<file path="src/rtl/mips_arb_pkg.sv">
// Shared types and constants for the MIPS memory arbiter.
package mips_arb_pkg;

  // Arbiter FSM states.
  typedef enum logic [1:0] {
    ARB_IDLE      = 2'd0,
    ARB_GNT_FETCH = 2'd1,
    ARB_GNT_DATA  = 2'd2,
    ARB_RESP      = 2'd3
  } arb_state_e;

  // Instruction returned to the fetch stage when memory never answers.
  localparam logic [31:0] NOP_INSTR = 32'h0000_0000;

  // Width of the fetch starvation counter.
  localparam int STARVE_W = 8;

  // Saturating increment of the starvation counter.
  function automatic logic [STARVE_W-1:0] starve_inc(input logic [STARVE_W-1:0] cnt,
                                                     input logic [STARVE_W-1:0] lim);
    return (cnt < lim) ? cnt + 8'd1 : lim;
  endfunction

endpackage

</file>
<file path="src/rtl/mips_mem_arbiter_if.sv">
// Requester and memory handshake bundle around the arbiter.
// slave  = the arbiter's view; master = the surrounding core / memory model.
interface mips_mem_arbiter_if #(
  parameter int ADDR_W = 32,
  parameter int DATA_W = 32
);
  logic              FetchReq;
  logic [ADDR_W-1:0] FetchAddr;
  logic              FetchAck;
  logic [DATA_W-1:0] FetchInstr;
  logic              DataReq;
  logic              DataWrite;
  logic [ADDR_W-1:0] DataAddr;
  logic [DATA_W-1:0] DataWData;
  logic              DataAck;
  logic [DATA_W-1:0] DataRData;
  logic              MemReq;
  logic              MemWrite;
  logic [ADDR_W-1:0] MemAddr;
  logic [DATA_W-1:0] MemWData;
  logic              MemAck;
  logic [DATA_W-1:0] MemRData;
  logic              FetchStall;
  logic              DataStall;
  logic              BusError;

  modport slave (
    input  FetchReq, FetchAddr, DataReq, DataWrite, DataAddr, DataWData, MemAck, MemRData,
    output FetchAck, FetchInstr, DataAck, DataRData, MemReq, MemWrite, MemAddr, MemWData,
           FetchStall, DataStall, BusError
  );

  modport master (
    output FetchReq, FetchAddr, DataReq, DataWrite, DataAddr, DataWData, MemAck, MemRData,
    input  FetchAck, FetchInstr, DataAck, DataRData, MemReq, MemWrite, MemAddr, MemWData,
           FetchStall, DataStall, BusError
  );
endinterface

</file>
<file path="src/rtl/mips_wait_timer.sv">
// Clear/enable cycle counter with a terminal-count flag.
// tc is high during the cycle in which the count equals TERMINAL.
module mips_wait_timer #(
  parameter int WIDTH    = 4,
  parameter int TERMINAL = 14
) (
  input  logic clk,
  input  logic rst_n,
  input  logic clear,
  input  logic enable,
  output logic tc
);

  logic [WIDTH-1:0] count_q;
  logic [WIDTH-1:0] count_d;

  // Next count: clear wins, otherwise count up and stop at all-ones.
  always_comb begin
    count_d = count_q;
    if (clear) begin
      count_d = '0;
    end else if (enable && (count_q != '1)) begin
      count_d = count_q + 1'b1;
    end
  end

  // Count register.
  always_ff @(posedge clk or negedge rst_n) begin
    if (!rst_n) begin
      count_q <= '0;
    end else begin
      count_q <= count_d;
    end
  end

  assign tc = (count_q == WIDTH'(TERMINAL));

endmodule

</file>
<file path="src/rtl/mips_mem_arbiter.sv">
// Shares one single-ported memory between instruction fetch and the data
// stage: data first, fetch after STARVE_MAX back-to-back data grants, and a
// bus-error response when the memory stays silent for TIMEOUT cycles.
module mips_mem_arbiter
  import mips_arb_pkg::*;
#(
  parameter int ADDR_W     = 32,
  parameter int DATA_W     = 32,
  parameter int STARVE_MAX = 4,
  parameter int TIMEOUT    = 15
) (
  input logic              ClockPulse,
  input logic              ResetN,
  mips_mem_arbiter_if.slave bus
);

  // The timer flags the TIMEOUT-th cycle spent in a grant state.
  localparam int WAIT_W    = (TIMEOUT < 2) ? 1 : $clog2(TIMEOUT + 1);
  localparam int WAIT_TERM = (TIMEOUT == 0) ? 0 : TIMEOUT - 1;
  localparam logic [STARVE_W-1:0] STARVE_LIM = STARVE_W'(STARVE_MAX);

  arb_state_e          state_q, state_d;
  logic                mem_req_q, mem_req_d;
  logic                mem_write_q, mem_write_d;
  logic [ADDR_W-1:0]   mem_addr_q, mem_addr_d;
  logic [DATA_W-1:0]   mem_wdata_q, mem_wdata_d;
  logic                fetch_ack_q, fetch_ack_d;
  logic [DATA_W-1:0]   fetch_instr_q, fetch_instr_d;
  logic                data_ack_q, data_ack_d;
  logic [DATA_W-1:0]   data_rdata_q, data_rdata_d;
  logic                bus_error_q, bus_error_d;
  logic [STARVE_W-1:0] starve_cnt_q, starve_cnt_d;

  logic in_grant;
  logic wait_tc;
  logic timeout_hit;
  logic fetch_starved;

  assign in_grant      = (state_q == ARB_GNT_FETCH) || (state_q == ARB_GNT_DATA);
  assign timeout_hit   = (TIMEOUT != 0) && wait_tc;
  assign fetch_starved = bus.FetchReq && (starve_cnt_q == STARVE_LIM);

  mips_wait_timer #(
    .WIDTH    (WAIT_W),
    .TERMINAL (WAIT_TERM)
  ) u_wait_timer (
    .clk    (ClockPulse),
    .rst_n  (ResetN),
    .clear  (~in_grant),
    .enable (in_grant),
    .tc     (wait_tc)
  );

  // Arbitration, memory handshake and response formation.
  always_comb begin
    state_d       = state_q;
    mem_req_d     = mem_req_q;
    mem_write_d   = mem_write_q;
    mem_addr_d    = mem_addr_q;
    mem_wdata_d   = mem_wdata_q;
    fetch_ack_d   = 1'b0;
    fetch_instr_d = fetch_instr_q;
    data_ack_d    = 1'b0;
    data_rdata_d  = data_rdata_q;
    bus_error_d   = 1'b0;
    starve_cnt_d  = starve_cnt_q;

    case (state_q)
      ARB_IDLE: begin
        if (!bus.FetchReq) begin
          starve_cnt_d = '0;
        end
        if (bus.DataReq && !fetch_starved) begin
          state_d     = ARB_GNT_DATA;
          mem_req_d   = 1'b1;
          mem_write_d = bus.DataWrite;
          mem_addr_d  = bus.DataAddr;
          mem_wdata_d = bus.DataWData;
          if (bus.FetchReq) begin
            starve_cnt_d = starve_inc(starve_cnt_q, STARVE_LIM);
          end
        end else if (bus.FetchReq) begin
          state_d      = ARB_GNT_FETCH;
          mem_req_d    = 1'b1;
          mem_write_d  = 1'b0;
          mem_addr_d   = bus.FetchAddr;
          starve_cnt_d = '0;
        end
      end

      ARB_GNT_FETCH, ARB_GNT_DATA: begin
        // A real answer in the timeout cycle takes precedence over the error.
        if (bus.MemAck || timeout_hit) begin
          state_d     = ARB_RESP;
          mem_req_d   = 1'b0;
          mem_write_d = 1'b0;
          bus_error_d = ~bus.MemAck;
          if (state_q == ARB_GNT_FETCH) begin
            fetch_ack_d   = 1'b1;
            fetch_instr_d = bus.MemAck ? bus.MemRData : DATA_W'(NOP_INSTR);
          end else begin
            data_ack_d = 1'b1;
            if (!mem_write_q) begin
              data_rdata_d = bus.MemAck ? bus.MemRData : '0;
            end
          end
        end
      end

      ARB_RESP: begin
        state_d = ARB_IDLE;
      end

      default: begin
        state_d = ARB_IDLE;
      end
    endcase
  end

  // FSM state and all registered outputs.
  always_ff @(posedge ClockPulse or negedge ResetN) begin
    if (!ResetN) begin
      state_q       <= ARB_IDLE;
      mem_req_q     <= 1'b0;
      mem_write_q   <= 1'b0;
      mem_addr_q    <= '0;
      mem_wdata_q   <= '0;
      fetch_ack_q   <= 1'b0;
      fetch_instr_q <= '0;
      data_ack_q    <= 1'b0;
      data_rdata_q  <= '0;
      bus_error_q   <= 1'b0;
      starve_cnt_q  <= '0;
    end else begin
      state_q       <= state_d;
      mem_req_q     <= mem_req_d;
      mem_write_q   <= mem_write_d;
      mem_addr_q    <= mem_addr_d;
      mem_wdata_q   <= mem_wdata_d;
      fetch_ack_q   <= fetch_ack_d;
      fetch_instr_q <= fetch_instr_d;
      data_ack_q    <= data_ack_d;
      data_rdata_q  <= data_rdata_d;
      bus_error_q   <= bus_error_d;
      starve_cnt_q  <= starve_cnt_d;
    end
  end

  assign bus.MemReq     = mem_req_q;
  assign bus.MemWrite   = mem_write_q;
  assign bus.MemAddr    = mem_addr_q;
  assign bus.MemWData   = mem_wdata_q;
  assign bus.FetchAck   = fetch_ack_q;
  assign bus.FetchInstr = fetch_instr_q;
  assign bus.DataAck    = data_ack_q;
  assign bus.DataRData  = data_rdata_q;
  assign bus.BusError   = bus_error_q;
  assign bus.FetchStall = bus.FetchReq & ~fetch_ack_q;
  assign bus.DataStall  = bus.DataReq & ~data_ack_q;

endmodule

</file>
<file path="src/flat_wrapper.sv">
// flat-port wrapper written by rule: the top's interface ports become plain ports
module mips_mem_arbiter_flat import mips_arb_pkg::*;
#(
  parameter int ADDR_W     = 32,
  parameter int DATA_W     = 32,
  parameter int STARVE_MAX = 4,
  parameter int TIMEOUT    = 15
)
  (ClockPulse, ResetN, bus_FetchReq, bus_FetchAddr, bus_DataReq, bus_DataWrite, bus_DataAddr, bus_DataWData, bus_MemAck, bus_MemRData, bus_FetchAck, bus_FetchInstr, bus_DataAck, bus_DataRData, bus_MemReq, bus_MemWrite, bus_MemAddr, bus_MemWData, bus_FetchStall, bus_DataStall, bus_BusError);
  mips_mem_arbiter_if #(.ADDR_W(ADDR_W), .DATA_W(DATA_W)) bus_i ();
  input logic ClockPulse;
  input logic ResetN;
  input wire logic [$bits(bus_i.FetchReq)-1:0] bus_FetchReq;
  input wire logic [$bits(bus_i.FetchAddr)-1:0] bus_FetchAddr;
  input wire logic [$bits(bus_i.DataReq)-1:0] bus_DataReq;
  input wire logic [$bits(bus_i.DataWrite)-1:0] bus_DataWrite;
  input wire logic [$bits(bus_i.DataAddr)-1:0] bus_DataAddr;
  input wire logic [$bits(bus_i.DataWData)-1:0] bus_DataWData;
  input wire logic [$bits(bus_i.MemAck)-1:0] bus_MemAck;
  input wire logic [$bits(bus_i.MemRData)-1:0] bus_MemRData;
  output wire logic [$bits(bus_i.FetchAck)-1:0] bus_FetchAck;
  output wire logic [$bits(bus_i.FetchInstr)-1:0] bus_FetchInstr;
  output wire logic [$bits(bus_i.DataAck)-1:0] bus_DataAck;
  output wire logic [$bits(bus_i.DataRData)-1:0] bus_DataRData;
  output wire logic [$bits(bus_i.MemReq)-1:0] bus_MemReq;
  output wire logic [$bits(bus_i.MemWrite)-1:0] bus_MemWrite;
  output wire logic [$bits(bus_i.MemAddr)-1:0] bus_MemAddr;
  output wire logic [$bits(bus_i.MemWData)-1:0] bus_MemWData;
  output wire logic [$bits(bus_i.FetchStall)-1:0] bus_FetchStall;
  output wire logic [$bits(bus_i.DataStall)-1:0] bus_DataStall;
  output wire logic [$bits(bus_i.BusError)-1:0] bus_BusError;
  assign bus_i.FetchReq = bus_FetchReq;
  assign bus_i.FetchAddr = bus_FetchAddr;
  assign bus_i.DataReq = bus_DataReq;
  assign bus_i.DataWrite = bus_DataWrite;
  assign bus_i.DataAddr = bus_DataAddr;
  assign bus_i.DataWData = bus_DataWData;
  assign bus_i.MemAck = bus_MemAck;
  assign bus_i.MemRData = bus_MemRData;
  assign bus_FetchAck = bus_i.FetchAck;
  assign bus_FetchInstr = bus_i.FetchInstr;
  assign bus_DataAck = bus_i.DataAck;
  assign bus_DataRData = bus_i.DataRData;
  assign bus_MemReq = bus_i.MemReq;
  assign bus_MemWrite = bus_i.MemWrite;
  assign bus_MemAddr = bus_i.MemAddr;
  assign bus_MemWData = bus_i.MemWData;
  assign bus_FetchStall = bus_i.FetchStall;
  assign bus_DataStall = bus_i.DataStall;
  assign bus_BusError = bus_i.BusError;
  mips_mem_arbiter #(.ADDR_W(ADDR_W), .DATA_W(DATA_W), .STARVE_MAX(STARVE_MAX), .TIMEOUT(TIMEOUT)) u_core (.ClockPulse(ClockPulse), .ResetN(ResetN), .bus(bus_i));
endmodule
</file>
<file path="config.mk">
export PLATFORM = sky130hd
export DESIGN_NAME = mips_mem_arbiter_flat
export DESIGN_NICKNAME = d
export VERILOG_FILES = /design/src/rtl/mips_arb_pkg.sv /design/src/rtl/mips_mem_arbiter_if.sv /design/src/rtl/mips_wait_timer.sv /design/src/rtl/mips_mem_arbiter.sv /design/src/flat_wrapper.sv
export SDC_FILE = /design/constraint.sdc
export NUM_CORES = 1
export LEC_CHECK = 0
export ABC_AREA = 1
export CAP_MARGIN = 20
export CORE_ASPECT_RATIO = 1.75
export CORE_MARGIN = 5
export CORE_UTILIZATION = 43
export CTS_CLUSTER_SIZE = 10
export DETAILED_ROUTE_END_ITERATION = 8
export PLACE_DENSITY_LB_ADDON = 0.2
export SLEW_MARGIN = 40
export SYNTH_ARGS = -nofsm -noshare
export SYNTH_HDL_FRONTEND = slang
export SYNTH_SLANG_ARGS = --single-unit
</file>
<file path="constraint.sdc">
create_clock -name ClockPulse -period 2.3 [get_ports ClockPulse]
set_clock_uncertainty 0.1 [all_clocks]
set_input_delay 0.23 -clock ClockPulse [delete_from_list [all_inputs] [get_ports ClockPulse]]
set_output_delay 0.23 -clock ClockPulse [all_outputs]
set_load 0.1 [all_outputs]
</file>
Word level (Yosys, flattened, before mapping)
Index checks and enable logic that the tools add are counted.
Widths: inputs -> output; s select.
- output and inout port bits: 135
- word-level logic and storage cells: 74
- register bits after elaboration: 147
- bitwise logic cells: 7
- eq/ne operators: 9
- reductions and logical operators: 16
- $lt $le $gt $ge: 1
- muxes and demuxes: 27
- $add $sub $neg: 2
- operators with widths (kind ; number):
    $mux 32 ; 3
    $mux 8 ; 3
    $mux 1 ; 13
    $add 8x1->8 const B ; 1
    $eq 8x3->1 const B ; 1
    $lt 8x3->1 const B ; 1
    $mux 4 ; 2
    $mux 2 ; 3
    $pmux 2 s3 ; 1
    $reduce_and 2->1 ; 3
    $reduce_and 3->1 ; 2
    $not 1->1 ; 5
    $add 4x1->4 const B ; 1
    $eq 2x2->1 const B ; 2
    $eq 4x4->1 const B ; 1
    $ne 2x1->1 const B ; 2
    $ne 4x4->1 const B ; 1
    $pmux 1 s2 ; 2
    $reduce_and 4->1 ; 1
    $reduce_bool 2->1 ; 2
    $logic_and 1x1->1 ; 3
    $ne 3x2->1 const B ; 1
    $and 1x1->1 ; 2
    $eq 2x1->1 const B ; 1
    other kinds (4) ; 5

Logic depth before layout (Yosys ltp)
Gate-level depths: netlist of the first run.
- depth after elaboration: 6
- mapped depth: 11
- mapped depth without buffers: 10

Cells and area by module
A second synthesis of the first run with hierarchy kept.
- cell total of the unflattened synthesis: 778
- area total of the unflattened synthesis: 6597.6 um^2
- modules (own cells, without submodules) (module ; area an instance (um^2) ; cells each ; times used ; sequential area each (um^2)):
    mips_mem_arbiter ; 6356.1 ; 747 ; 1 ; 3578.4
    mips_wait_timer ; 241.5 ; 31 ; 1 ; 100.1

Least setup slack after synthesis of the first run
No wires, ideal clock.
- kind: register to output
- start point: reg u_core.data_ack_q, in the netlist u_core.bus.DataAck
- end point: out bus_DataStall
- stages on the path, launching flop included: 2
- path slack: -0.174 ns
- arrival time: 2.144 ns
- buffers on the path: 0
- cell sequence: dfrtp_1 > nor2_1
- word-level cells in the longest chain between the ends: 2
- RTL lines (what ; RTL line ; source):
    from (decl) ; mips_mem_arbiter.sv:29 ; logic data_ack_q, data_ack_d;
    from (signal assigned) ; mips_mem_arbiter.sv:142 ; data_ack_q <= data_ack_d;
    $not 1->1 ; mips_mem_arbiter.sv:159 ; assign bus.DataStall = bus.DataReq & ~data_ack_q;
    $and 1x1->1 ; mips_mem_arbiter.sv:159 ;
    to (decl) ; flat_wrapper.sv:30 ; output wire logic [$bits(bus_i.DataStall)-1:0] bus_DataStall;
Every way passes these cells.

Worst setup path after layout of the first run
- start point: reg u_core.state_q[0]
- end point: reg u_core.starve_cnt_q[1]
- word-level cells in the longest chain between the ends: 1
- RTL lines (what ; RTL line ; source):
    from (decl) ; mips_mem_arbiter.sv:22 ; arb_state_e state_q, state_d;
    from (signal assigned) ; mips_mem_arbiter.sv:135 ; state_q <= state_d;
    $logic_not 2->1 ; mips_mem_arbiter.sv:68 ; case (state_q)
    to (signal assigned) ; mips_mem_arbiter.sv:145 ; starve_cnt_q <= starve_cnt_d;
    to (decl) ; mips_mem_arbiter.sv:32 ; logic [STARVE_W-1:0] starve_cnt_q, starve_cnt_d;
Every way passes these cells.
A chain may end at the register's enable or synchronous reset.

==> results.txt, run 1 <==
----------------------------------------------------
[Floorplanning]
  Floorplan die height ... 173 microns
  Area of the core ... 14900 sq um
  Number of top-level pins ... 269
  Die width ... 103 microns
  Effective utilization at floorplan ... 43.6%
  Die Area ... 17800 sq um
  Cell row count ... 59

[Yosys]
  Instance count of the mapped netlist ... 740
  Biggest area contributors in the synthesized netlist ... sky130_fd_sc_hd__dfrtp_1, sky130_fd_sc_hd__nand2_1, sky130_fd_sc_hd__o21ai_0, sky130_fd_sc_hd__nand3b_1, sky130_fd_sc_hd__nand3_1
  FFs w/ async S/R, synth ... 100%
  Count of state elements after synthesis ... 147
  Cell Area, Synth ... 6510 sq um
  Biggest area consumer among synthesized cells ... sky130_fd_sc_hd__dfrtp_1
  Nets in the synthesized netlist ... slightly below 900
  Count of distinct cell types in the synthesized netlist ... 27
  Sequential area share after synthesis ... 56.5%
  Area share of the leading cell type in the synthesized netlist ... between 50% and 60%
  Post-synth EDFFs ... 0
  Most used DFF post-synth ... sky130_fd_sc_hd__dfrtp_1
  Post-synthesis area per instance ... 8.79 sq um
  Warnings, synthesis ... 0

[Clock tree]
  Post CTS Setup Buffer Count ... 0
  Maximum number of buffers from clock root to sink ... 2
  Clk Tree Root Cell ... sky130_fd_sc_hd__clkbuf_16
  Number of instances resized during post-cts repair ... 0
  CTS Buf Count ... 17
  H-Tree Depth ... 4
  Total number of clock tree sinks ... about 150
  Clock-pin transition on the worst setup and hold timing paths ... 0.06 ns
  Hold-fix buffers, CTS ... 1
  Clock tree from TritonCTS ... done
  Clock latency reported for the late side of the worst-skew pair ... just over 0.4 ns

[Detailed routing]
  DR vias/cell ... 4.83
  Routed wire length ... 18300 microns
  Routed len/inst ... 15.4 microns
  Antenna Violating Nets Remaining ... 0
  Drt pass-1 iters ... 4
  Final routed DRC violation total ... 0
  Highest routing layer actually used ... met4
  Detail Route met2 WL ... a little over 9000 microns
  Detailed route wirelength on metal3 ... 1630 microns
  Total routed wire length on the met1 layer ... 7190 microns
  Initial drt markers ... 194
  Detailed-route via count ... 5763

[Global routing]
  GRT Residual Overflow ... 0
  Pin count of the biggest net entering global routing ... 66
  Global-route wire length before repair ... 29100 microns
  Vias in the first global route ... 5811
  Antenna violations before repair ... 0
  Total global routing track utilization ... 20.5%

[Placement]
  Placed wire-length estimate ... approximately 13000 microns
  Placer Congestion ... between 0.7 and 0.8
  Total of buffers placed on input and output ports ... between 200 and 300
  # placed instances ... between 1000 and 1500

[Setup path]
  CP bufs+invs ... 2
  Crit Path Category ... reg2reg
  Crit start category ... register
  Worst Setup End Kind ... register
  Startpoint of the worst register-to-register path ... u_core.state_q[0]
  Worst Path Max Fanout ... 35
  FF-to-FF path depth ... 6
  List of cells traversed by the critical path ... inv_1 -> ha_1 -> inv_2 -> nor2_4 -> nand3_1 -> nand2_1
  Data required time at the worst endpoint ... 2.54 ns
  Worst reg2reg setup slack ... 0.36 ns
  Arrival @ worst endpoint ... 2.18 ns
  Kind of cell adding the most delay to the critical path ... simple AND/OR/NAND/NOR gates
  End of the worst register-to-register path ... u_core.starve_cnt_q[1]
  Worst stage delay on the critical path ... 0.62 ns
  Slowest cell on crit path ... sky130_fd_sc_hd__nor2_4

[STA]
  Final Max Tran Viols ... 0
  Setup repair after global routing missed its margin ... false
  Slew of the pin with the lowest slew margin ... 0.755 ns
  Setup Viol. Count Final ... 0
  Final hold violation count ... 0
  Share of the cycle needed by the critical path after routing ... 84.4%
  Total negative setup slack ... 0 ns
  Achievable Freq ... 0.515 GHz
  Final critical path time including I/O delays and setup ... between 1.5 and 2 ns
  Max transition margin ... 49.6%

[Finish]
  Layout cells sized above 1 ... a little over a fifth
  Most used cells in the layout excluding fill and tap cells ... sky130_fd_sc_hd__nand2_1, sky130_fd_sc_hd__dfrtp_1, sky130_fd_sc_hd__buf_4
  Post-layout net count ... 1137
  N_diodes ... 0
  Cell Count, Final, Fillers Out ... 1192
  Post-synthesis to final-layout area growth ... 46.8%
  Commonest non-fill, non-tap cell in the layout ... sky130_fd_sc_hd__nand2_1

[Min path]
  HP Class ... in2async

[Outcome]
  Result of the run ... completed

[Job]
  Maximum Capacitance Violations ... 0

----------------------------------------------------
==> cell families after synthesis <==
logic type	share of synthesized area, %
AND/OR/NAND/NOR	25.6
flip-flops	56.5
AO/OA/AOI/OAI	9.08
buffers and inverters	7.44
adder cells (fa/ha/maj)	1.35
==> cell usage after synthesis, drive strengths merged, types with 2 or more instances <==
library cell  count
nand2           286
dfrtp           147
o21ai           100
inv              54
nand3            43
nand3b           32
buf              30
nor2             17
clkbuf           15
ha                7
nor3              2
or2               2
==> final cells by class <==
class	count	area (sq um)
Inverter	54	203
Fill cell	1291	5360
Timing Repair Buffer	282	2540
Multi-Input combinational cell	494	2350
Tap cell	183	229
Clock inverter	14	120
Clock buffer	18	429
Sequential cell	147	3680
==> flip-flops by register name, indices dropped and copies added (netlist names) <==
register and count:
u_core.bus.DataAck 1, u_core.bus.FetchAck 1, u_core.bus.MemWData 32, u_core.bus.BusError 1, u_core.u_wait_timer.count_q 4, u_core.starve_cnt_q 8, u_core.bus.MemWrite 1, u_core.bus.MemAddr 32
u_core.state_q 2, u_core.bus.DataRData 32, u_core.bus.FetchInstr 32, u_core.bus.MemReq 1
==> through the flow <==
| step | instance area [sq um] | utilization [%] | worst slack [ns] | hold WS (ns) |
|---|---|---|---|---|
| 2_1_floorplan | 6510 | - | 0.279 | -0.166 |
| 3_3_place_gp | 9000 | 60.3 | 0.310 | 0.0999 |
| 3_5_place_dp | 9000 | 60.3 | 0.280 | 0.0957 |
| 4_1_cts | 9560 | 64.1 | 0.327 | 0.233 |
| 5_1_grt | 9560 | 64.1 | 0.132 | 0.236 |
| 6_report | 9560 | 64.1 | 0.358 | 0.226 |
==> worst max path at each step <==
| stage | startpoint | to | slack (ns) | cells past startpoint |
|---|---|---|---|---|
| after floorplan | u_core.bus.DataAck | bus_DataStall | 0.28 | 1 |
| after global routing | u_core.state_q[1] | u_core.bus.MemWData[19] | 0.13 | 6 |
| final | u_core.state_q[0] | u_core.starve_cnt_q[1] | 0.36 | 6 |
| after detailed placement | bus_FetchReq | u_core.starve_cnt_q[1] | 0.28 | 8 |
| after global placement | bus_FetchReq | u_core.starve_cnt_q[2] | 0.31 | 8 |
| after CTS | u_core.state_q[0] | u_core.starve_cnt_q[1] | 0.33 | 6 |
==> metal layers <==
layer / up-vias / track usage (%)
met5: - / 0
met4: 0 / 6.21
met3: 18 / 5.65
met2: 217 / 35.0
met1: 2673 / 24.7
li1: 2855 / -
Power of run 1 is not shown: default switching activity piles up to over one toggle a cycle in this logic, so the estimate is an artifact.
==> inputs of run 2 (changes only) <==
==> constraint.sdc (replaced) <==
create_clock -name ClockPulse -period 1.8 [get_ports ClockPulse]
set_clock_uncertainty 0.1 [all_clocks]
set_input_delay 0.18 -clock ClockPulse [delete_from_list [all_inputs] [get_ports ClockPulse]]
set_output_delay 0.18 -clock ClockPulse [all_outputs]
set_load 0.1 [all_outputs]
==> run 2 against run 1 <==
  * First-iteration DRC count grew 1.0%
  * Worst setup slack lost 0.24 ns
  * Global-route usage grew 0.74 points
  * Count of clock-buffer cells in the layout grew 1
  * Via count grew 2.1%
==> results.txt, run 2 (synthesis results as in run 1) <==
----------------------------------------------------
[Outcome]
  Result of the run ... completed

[STA]
  Worst Slack Setup Final ... 0.114 ns
  Fin Hold WS ... 0.100 ns
  Slew of the pin with the lowest slew margin ... 0.384 ns
  Achievable Freq ... 0.593 GHz
  Share of the cycle needed by the critical path after routing ... between 90% and 100%
  Final critical path time including I/O delays and setup ... roughly 1.7 ns
  Max transition margin ... around three quarters
  Final hold violation count ... 0
  Setup Viol. Count Final ... 0
  Final Max Tran Viols ... 0

[Finish]
  Storage element area ... 3680 sq um
  Commonest non-fill, non-tap cell in the layout ... sky130_fd_sc_hd__nand2_1
  Most used cells in the layout excluding fill and tap cells ... sky130_fd_sc_hd__nand2_1, sky130_fd_sc_hd__dfrtp_1, sky130_fd_sc_hd__buf_4
  Post-synthesis to final-layout area growth ... 53.4%
  Footprint of the multi-input gates ... ~2400 sq um
  N_diodes ... 0
  Layout cells sized above 1 ... 23.0%
  Post-layout net count ... 1156
  Final-layout fill cell count ... 1247

[Clock tree]
  Maximum number of buffers from clock root to sink ... 2
  Clock latency reported for the late side of the worst-skew pair ... about 0.41 ns
  CTS Buf Count ... 17
  Clock tree from TritonCTS ... done
  Total number of clock tree sinks ... 147
  Clk Tree Root Cell ... sky130_fd_sc_hd__clkbuf_16
  H-Tree Depth ... 4
  Clock-pin transition on the worst setup and hold timing paths ... roughly 0.07 ns

[Floorplanning]
  Number of top-level pins ... about 270
  Cell row count ... 59
  Die width ... 103 microns
  Effective utilization at floorplan ... ~44%
  Floorplan die height ... approximately 170 microns
  Area of the core ... 14900 sq um
  Die Area ... ~18000 sq um

[Detailed routing]
  Antenna Violating Nets Remaining ... 0
  Drt pass-1 iters ... 6
  Routed wire length ... 19600 microns
  Routed len/inst ... 16.2 microns
  DR vias/cell ... 4.86
  Detailed-route via count ... just under 6000
  Final routed DRC violation total ... 0
  Initial drt markers ... 196

[Global routing]
  Antenna violations before repair ... 0
  GRT Residual Overflow ... 0
  Total global routing track utilization ... a little over a fifth
  Pin count of the biggest net entering global routing ... 65
  Global-route wire length before repair ... roughly 30000 microns
  Vias in the first global route ... 5885

[Setup path]
  CP bufs+invs ... 2
  Slowest cell on crit path ... sky130_fd_sc_hd__dfrtp_1
  Crit Path Category ... reg2reg
  Worst path most repeated cell ... sky130_fd_sc_hd__nand2_1
  Kind of cell adding the most delay to the critical path ... simple AND/OR/NAND/NOR gates
  Worst stage delay on the critical path ... 0.39 ns
  Arrival @ worst endpoint ... 1.88 ns
  Crit start category ... register
  Worst Setup End Kind ... register
  Worst Path Max Fanout ... 16
  Data required time at the worst endpoint ... 1.99 ns
  List of cells traversed by the critical path ... inv_2 -> ha_1 -> nand3_2 -> nand2_2 -> nand2_1 -> nor2_4 -> nand2_4 -> clkbuf_16 -> nand2_1 -> o21ai_1

[Placement]
  Placer Congestion ... 0.781
  Total of buffers placed on input and output ports ... 268
  Placed wire-length estimate ... 13600 microns
  Minimum setup slack after placement ... -0.121 ns

[Job]
  Maximum Capacitance Violations ... 0

[Min path]
  HP Class ... in2async

----------------------------------------------------
[run 2: layout make-up]
type | count | share of cell area [%]
multi-input combinational | 495 | 23.9
timing repair buffer | 300 | 29.3
clock buffer | 19 | 4.44
sequential | 147 | 36.8
tap | 183 | 2.29
clock inverter | 13 | 1.25
inverter | 54 | 2.03
[run 2: path summary, 6_finish.rpt]
kind | startpoint | endpoint | slack (ns) | cells past startpoint
max | u_core.u_wait_timer.count_q[0] | u_core.bus.DataRData[17] | 0.11 | 10
min | ResetN | u_core.bus.MemAddr[13] | 0.10 | 2
max reg2reg | u_core.u_wait_timer.count_q[0] | u_core.bus.DataRData[17] | 0.11 | 10
min reg2reg | u_core.bus.MemAddr[28] | u_core.bus.MemAddr[28] | 0.38 | 2
max in group asynchronous | ResetN | u_core.bus.FetchInstr[1] | 0.90 | 3
min in group ClockPulse | bus_DataWData[28] | u_core.bus.MemWData[28] | 0.20 | 3
[run 2: worst reg2reg max path, cell delays in order, from the launching register on]
cell,delay [ns]
sky130_fd_sc_hd__dfrtp_1,0.39
sky130_fd_sc_hd__inv_2,0.07
sky130_fd_sc_hd__ha_1,0.16
sky130_fd_sc_hd__nand3_2,0.10
sky130_fd_sc_hd__nand2_2,0.09
sky130_fd_sc_hd__nand2_1,0.08
sky130_fd_sc_hd__nor2_4,0.14
sky130_fd_sc_hd__nand2_4,0.11
sky130_fd_sc_hd__clkbuf_16,0.21
sky130_fd_sc_hd__nand2_1,0.06
sky130_fd_sc_hd__o21ai_1,0.07
[run 2: timing repair]
item	4_1_cts	5_1_grt
hold buffers	1	0
pin swaps	1	3
resized for setup	3	8
cloned	1	3
setup endpoints to repair	35	84
hold endpoints to repair	147	0
buffers inserted	0	6
[run 2: metrics by stage]
stage | utilization, % | cells | setup TNS, ns | cell area (sq um)
3_5_place_dp | 61.9 | 1168 | -3.15 | 9220
4_1_cts | 65.9 | 1202 | 0 | 9820
6_report | 67.0 | 1211 | 0 | 9980
5_1_grt | 67.0 | 1211 | -0.0162 | 9980
2_1_floorplan | - | 740 | 0 | 6520
3_3_place_gp | 61.9 | 1168 | -2.06 | 9220
[run 2: per-layer routing]
layer  vias to the layer above  wire length [microns]  global-route usage, %  part of all wire [%]
li1                       2906                      -                      -                     -
met1                      2752                   7170                   24.3                    37
met4                         0                    279                   6.27                   1.4
met2                       209                  10300                   36.8                    53
met5                         -                      0                      0                     0
met3                        19                   1850                   7.10                   9.4
Power of run 2 is left out for the same reason.
==> inputs of run 3 (changes only) <==
--- a/config.mk
+++ b/config.mk
@@ -6,7 +6,6 @@
 export NUM_CORES = 1
 export LEC_CHECK = 0
 export ABC_AREA = 1
-export CAP_MARGIN = 20
 export CORE_ASPECT_RATIO = 1.75
 export CORE_MARGIN = 5
 export CORE_UTILIZATION = 43
==> results of run 3 <==
Final layout, timing and power as in run 2 (identical DEF).
Power of run 3 is left out for the same reason.
